$ cat src/rtl/fetch_unit.sv
// Instruction fetch stage: sequential word fetch over a req/ack handshake into a
// small {pc, inst} FIFO, with redirect flush and a DROP state to retire an abandoned request.
module fetch_unit #(
    parameter logic [31:0] RESET_PC = 32'h0000_0000,
    parameter int          DEPTH    = 2,
    parameter logic [31:0] NOP_INST = 32'h0000_0013
) (
    input  logic        CLK,
    input  logic        RST,
    output logic        imemReq,
    output logic [31:0] imemAddr,
    input  logic        imemAck,
    input  logic [31:0] imemData,
    input  logic        instWrite,
    input  logic        redirect,
    input  logic [31:0] redirectPC,
    output logic [31:0] PC,
    output logic [31:0] inst,
    output logic        instValid
);

    localparam int PTR_W = $clog2(DEPTH);
    localparam int CNT_W = PTR_W + 1;
    localparam logic [CNT_W-1:0] DEPTH_C = CNT_W'(DEPTH);

    typedef enum logic [0:0] {
        ST_RUN  = 1'b0,
        ST_DROP = 1'b1
    } state_t;

    state_t             state_r, state_nxt_s;
    logic [31:0]        fetch_pc_r;
    logic [31:0]        drop_addr_r, drop_addr_nxt_s;
    logic [CNT_W-1:0]   count_r;
    logic [PTR_W-1:0]   rd_ptr_r, wr_ptr_r;
    logic [31:0]        pc_mem_r   [DEPTH];
    logic [31:0]        inst_mem_r [DEPTH];

    logic               req_s;
    logic [31:0]        addr_s;
    logic               push_s;
    logic               pop_s;
    logic               has_data_s;
    logic [31:0]        target_pc_s;
    logic               unused_pc_bits_s;

    assign target_pc_s      = {redirectPC[31:2], 2'b00};
    assign unused_pc_bits_s = ^redirectPC[1:0];
    assign has_data_s       = (count_r != {CNT_W{1'b0}});

    // Request generation, DROP bookkeeping and push/pop qualification
    always_comb begin
        state_nxt_s     = state_r;
        drop_addr_nxt_s = drop_addr_r;
        req_s           = 1'b0;
        addr_s          = fetch_pc_r;
        case (state_r)
            ST_RUN: begin
                req_s  = (count_r < DEPTH_C);
                addr_s = fetch_pc_r;
                // An unacked request must still complete at its old address
                if (redirect && req_s && !imemAck) begin
                    state_nxt_s     = ST_DROP;
                    drop_addr_nxt_s = fetch_pc_r;
                end else begin
                    state_nxt_s = ST_RUN;
                end
            end
            ST_DROP: begin
                req_s  = 1'b1;
                addr_s = drop_addr_r;
                if (imemAck) begin
                    state_nxt_s = ST_RUN;
                end else begin
                    state_nxt_s = ST_DROP;
                end
            end
            default: begin
                state_nxt_s = ST_RUN;
            end
        endcase
        push_s = (state_r == ST_RUN) && req_s && imemAck && !redirect;
        pop_s  = instWrite && has_data_s && !redirect;
    end

    // Control state: FSM, fetch address, FIFO pointers and occupancy
    always_ff @(posedge CLK or posedge RST) begin
        if (RST) begin
            state_r     <= ST_RUN;
            fetch_pc_r  <= RESET_PC;
            drop_addr_r <= RESET_PC;
            count_r     <= {CNT_W{1'b0}};
            rd_ptr_r    <= {PTR_W{1'b0}};
            wr_ptr_r    <= {PTR_W{1'b0}};
        end else begin
            state_r     <= state_nxt_s;
            drop_addr_r <= drop_addr_nxt_s;
            if (redirect) begin
                fetch_pc_r <= target_pc_s;
                count_r    <= {CNT_W{1'b0}};
                rd_ptr_r   <= {PTR_W{1'b0}};
                wr_ptr_r   <= {PTR_W{1'b0}};
            end else begin
                if (push_s) begin
                    fetch_pc_r <= fetch_pc_r + 32'd4;
                    wr_ptr_r   <= wr_ptr_r + PTR_W'(1);
                end
                if (pop_s) begin
                    rd_ptr_r <= rd_ptr_r + PTR_W'(1);
                end
                case ({push_s, pop_s})
                    2'b10:   count_r <= count_r + CNT_W'(1);
                    2'b01:   count_r <= count_r - CNT_W'(1);
                    default: count_r <= count_r;
                endcase
            end
        end
    end

    // FIFO storage; contents are don't-care until validated by count_r
    always_ff @(posedge CLK) begin
        if (push_s) begin
            pc_mem_r[wr_ptr_r]   <= fetch_pc_r;
            inst_mem_r[wr_ptr_r] <= imemData;
        end
    end

    assign imemReq   = req_s;
    assign imemAddr  = addr_s;
    assign instValid = has_data_s;
    assign PC        = has_data_s ? pc_mem_r[rd_ptr_r]   : fetch_pc_r;
    assign inst      = has_data_s ? inst_mem_r[rd_ptr_r] : NOP_INST;

endmodule

$ cat config.mk
export PLATFORM = sky130hd
export DESIGN_NAME = fetch_unit
export DESIGN_NICKNAME = d
export VERILOG_FILES = /design/src/rtl/fetch_unit.sv
export SDC_FILE = /design/constraint.sdc
export NUM_CORES = 1
export LEC_CHECK = 0
export BUFFER_PORTS_ARGS = -buffer_cell sky130_fd_sc_hd__buf_2
export CORE_UTILIZATION = 55
export DETAILED_ROUTE_END_ITERATION = 16
export PLACE_DENSITY = 0.88
export SETUP_SLACK_MARGIN = 0.05
export SYNTH_ARGS = -nofsm -noshare
export SYNTH_HDL_FRONTEND = slang
export SYNTH_SLANG_ARGS = --single-unit
$ cat constraint.sdc
create_clock -name CLK -period 8.3 [get_ports CLK]
set_input_delay 0.83 -clock CLK [delete_from_list [all_inputs] [get_ports CLK]]
set_output_delay 0.83 -clock CLK [all_outputs]
set_load 0.1 [all_outputs]
# --- Word-level counts from Yosys, hierarchy flattened ---
# Memory sizes are Yosys's and may differ from the RTL's.
# Index checks and enable logic that the tools add are counted.
classes:
  order_cmp: 1
  n_addsub: 5
  n_eq_ne: 2
  bitwise_logic: 1
  n_reduce_logical: 14
  n_mux: 17
op_table:
  columns: ["operator", "n"]
  rows:
  - ["$mux W32", 4]
  - ["$pmux W32 S2", 1]
  - ["$add A32 B3 Y32 const B", 1]
  - ["$mux W1", 8]
  - ["$logic_and A1 B1 Y1", 7]
  - ["$reduce_bool A2 Y1", 3]
  - ["$pmux W1 S2", 2]
  - ["$pmux W2 S2", 1]
  - ["$reduce_bool A3 Y1", 1]
  - ["$add A1 B1 Y1 const B", 2]
  - ["$add A2 B1 Y2 const B", 1]
  - ["$eq A2 B1 Y1 const B", 1]
  - ["$eq A2 B2 Y1 const B", 1]
  - ["$logic_not A1 Y1", 2]
  - ["$lt A2 B2 Y1 const B", 1]
  - ["$mux W2", 1]
  - ["$reduce_and A2 Y1", 1]
  - ["$sub A2 B1 Y2 const B", 1]
  - ["$not A1 Y1", 1]
word_totals:
  inputBits: 69
  regBits: 69
  mem_bits_rw: 128
  mem_count: 2
memory_table:
  columns: ["name", "depth", "word_bits", "rd", "rd_clocked_by_memory_dff", "write_ports", "line", "rtl"]
  rows:
  - ["inst_mem_r", 2, 32, 1, 0, 1, "37", "logic [31:0] inst_mem_r [DEPTH];"]
  - ["pc_mem_r", 2, 32, 1, 0, 1, "36", "logic [31:0] pc_mem_r [DEPTH];"]

# --- Depth between registers and ports, before layout ---
logic_depth:
  ltp_word: 8
  depth_mapped: 7
  ltp_nobuf: 5

# --- Worst setup path after synthesis ---
# Ideal clock, no wire load.
synth_timing:
  path_type: "input-to-reg"
  from: "in redirect"
  to: "mem inst_mem_r[0][0], enable pin"
  stages: 4
  arrival_ns: 5.666
  required_ns: 7.741
  setup_slack_ns: 2.076
  path_buffers: 3
  setup_ns: 0.559
  cell_sequence: "clkbuf_1 -> clkbuf_1 -> buf_1 -> nor3_1"
synth_between:
  elab_chain_cells: 4
synth_lines:
  columns: ["item", "line", "rtl"]
  rows:
  - ["start: declaration", "15", "input logic redirect,"]
  - ["$logic_not A1 Y1", "82", "push_s = (state_r == ST_RUN) && req_s && imemAck && !redirect;"]
  - ["$logic_and A1 B1 Y1", "82", null]
  - ["$mux W1", "122", "if (push_s) begin"]
  - ["$mux W1 (not written as such)", "124", "inst_mem_r[wr_ptr_r] <= imemData;"]
  - ["end: declaration", "37", null]
# No other way between the ends.

# --- Worst setup path after layout ---
layout_timing:
  from: "in redirect"
  to: "reg drop_addr_r[30]"
layout_between:
  elab_chain_cells: 3
layout_lines:
  columns: ["item", "line", "rtl"]
  rows:
  - ["$logic_and A1 B1 Y1 (2 in series)", "62", "if (redirect && req_s && !imemAck) begin"]
  - ["$reduce_and A2 Y1 (no source line)", null, null]
  - ["end signal: assignment", "97", "drop_addr_r <= drop_addr_nxt_s;"]
  - ["end: declaration", "33", "logic [31:0] drop_addr_r, drop_addr_nxt_s;"]
# No other way between the ends.
# A chain may end at the register's enable or synchronous reset.

==> impl_metrics.ini <==
[synth]
synth_ff_type = edfxtp_1
ys_warn_count = 0
synthesis.area_mm2 = 0.00847
yosysTopAreaCellShare = 0.439
synth_seq_cells = 189
yosys.area_share.xor_xnor = 0.0124
syn_avg_cell_area_um2 = 12.8
synth_top_family_by_area = multiplexers
synthDistinctLibCells = 39
synth-simple-area-share = 0.114
yosys.area.top_type = edfxtp_1
yosysSeqAreaShare = 0.631
synthMuxAreaShare = 0.152
synth_compound_area_frac = 0.0591
synth_fa_ha_area_frac = 0.00148
synth_edf_count = 124
synth_async_sr_flop_share = 0.344
yosys-top-cells-area = edfxtp_1 44%, dfrtp_1 19%, mux2_2 7.7%
syn_inst = 663

[clock_tree]
clk-insertion-delay-late_ns = 0.43
ctsResizeCount = 0
numCtsBuffers = 17
cts.sinks = 189
clk_path_buf_depth = 2
cts_htree_levels = 4
postCtsHoldBufs = 0
post_cts_buffers = 0
cts_tree = done
clk_pin_slew_ns = 0.07
clock_tree.root_cell = clkbuf_16

[route]
dr.pass1.iters = 5
via_per_inst = 5.78
postRouteAntennaNets = 0
route.detailed.drc = 0
vias = 5775
routedWlPerCell_um = 17.6
postRouteWirelength_mm = 17.6
drtIter0Drc = 457

[power]
p_switching_mw = 1.12
clkPwrFrac = 0.281
swShare = 0.389
power_frac_comb = 0.305
vdd_drop_max_mv = 0.197
p_int_mw = 1.76
p_leak_nw = 3.83
power_density_mw_per_mm2 = 288
pwr-share-seq = 0.414

[floorplan]
core_area_mm2 = 0.0151
io_pins = 167
die_w_um = 126
row_count = 45
die-area_mm2 = 0.0159
die_h_um = 126
start_util = 0.559

[min_path]
whs_path_depth = 1
min_path_type = flip-flop to flip-flop

[placed_design]
dpl.hpwl_mm = 11.1
io_buffer_count = 160
place_ws_ns = 4.12
place_congestion = 0.790

[cells_and_area]
drive_gt1_frac = 0.324
nNetsFinal = 868
mostFrequentLayoutCells = 160 x buf_2, 124 x edfxtp_1, 65 x nand2_1
layout-area-overhead-vs-synth_pct = 17.6
diodes = 0
layout_commonest_cell = buf_2

[timing]
fmax_ghz = 0.262
period_share = 0.460
drv_slew = 0
setup-violations-final = 0
finalHoldViolations = 0
finalSetupTns_ns = 0
finClkSkew_ns = 0.0101
maxSlewHeadroom = 0.221
max_slew.worst_pin.slew_ns = 1.16
rsz0062_at_grt = no
fin_crit_ns = 3.82
fin_ws_ns = 4.48

[global_route]
grt_pass1_vias = 5501
grt_overflow_total = 0
antenna_found_initial = 0
grtUsageMet1 = 0.298
grtUsageMet3 = 0.0480
grt_use_met2 = 0.365
grt_pass1_wl_mm = 27.7
busiest_layer = met2
grt_use_total = 0.226
grt_max_degree = 91

[worst_setup_path]
crit_path_end = drop_addr_r[30]
rr_worst_depth = 4
crit_type = primary input to flip-flop
rr_startpoint = state_r
r2r_setup_slack_ns = 5.54
worstReg2RegEnd = pc_mem_r[1][31]
crit_fanout = 53
endpoint_kind = flip-flop
cp.required_ns = 8.61
arrival_ns = 4.13
cp-start-kind = primary input
startpoint = redirect

[flow_run]
cap_violations = 0

[outcome]
outcome = complete, no violations
## sequential cells by signal (all words and copies together), names as in the netlist
signal,count
count_r,2
wr_ptr_r,1
drop_addr_r,30
rd_ptr_r,1
fetch_pc_r,30
state_r,1
inst_mem_r,64
pc_mem_r,60
## power groups by stage
| stage | Combinational [mW] | Sequential (mW) | Clock [mW] |
|---|---|---|---|
| after floorplan | 0.783 | 1.16 | 0 |
| after global placement | 0.868 | 1.20 | 0 |
| after detailed placement | 0.878 | 1.21 | 0 |
| after CTS | 0.881 | 1.19 | 0.821 |
| after global routing | 0.912 | 1.20 | 0.859 |
| final | 0.877 | 1.19 | 0.807 |
## worst min path at each step
stage	start	end	slack, ns
floorplan	fetch_pc_r[6]	pc_mem_r[0][6]	0.44
detailed placement	drop_addr_r[11]	drop_addr_r[11]	0.49
CTS	drop_addr_r[11]	drop_addr_r[11]	0.51
global placement	drop_addr_r[5]	drop_addr_r[5]	0.48
finish	drop_addr_r[25]	drop_addr_r[25]	0.50
global route	drop_addr_r[14]	drop_addr_r[14]	0.52
## final cells by class
class	count	area (um2)
sequential	189	5350
fill	1138	5180
multi-input combinational	417	2900
timing repair buffer	166	846
clock buffer	24	524
tap	188	235
clock inverter	8	75.1
inverter	7	26.3
## synth_stat cells, drive strengths merged (7+ instances only)
cell / instances
xnor2: 8
dfrtp: 65
or4: 10
o31ai: 12
o21ai: 46
mux2i: 63
clkbuf: 39
a31oi: 9
nand2: 65
nor2: 48
buf: 14
nor2b: 7
nand4: 15
inv: 7
nor3: 8
nand3: 19
edfxtp: 124
mux2: 58
## stage by stage
step                utilization  instance area, um2  total power, mW  hold slack [ns]  std cells
floorplan                     -                8480             1.95            0.437        666
global placement          0.618                9360             2.07            0.483        967
detailed placement        0.618                9360             2.09            0.492        967
CTS                       0.658                9960             2.89            0.506        999
global route              0.658                9960             2.97            0.519        999
finish                    0.658                9960             2.87            0.502        999
## cells by family (layout without fill, tap and decap cells)
group,after synthesis,in the layout
other cells,1,4
buf+inv,60,205
fa+ha+maj,1,1
simple gates,196,196
xor+xnor,12,12
compound gates,83,83
mux,121,121
flops,189,189
## layer usage
layer  routed length (um)  vias up
li1                     -     2713
met1                 7750     2804
met2                 8490      223
met3                  969       35
met4                  374        0
met5                    0        -
## critical path, cell delays in order
cell	delay [ns]
buf_2	0.68
inv_1	0.64
nor4_2	1.11
buf_4	0.45
mux2_2	0.38
No activity file was read; power rests on OpenSTA's default activity.
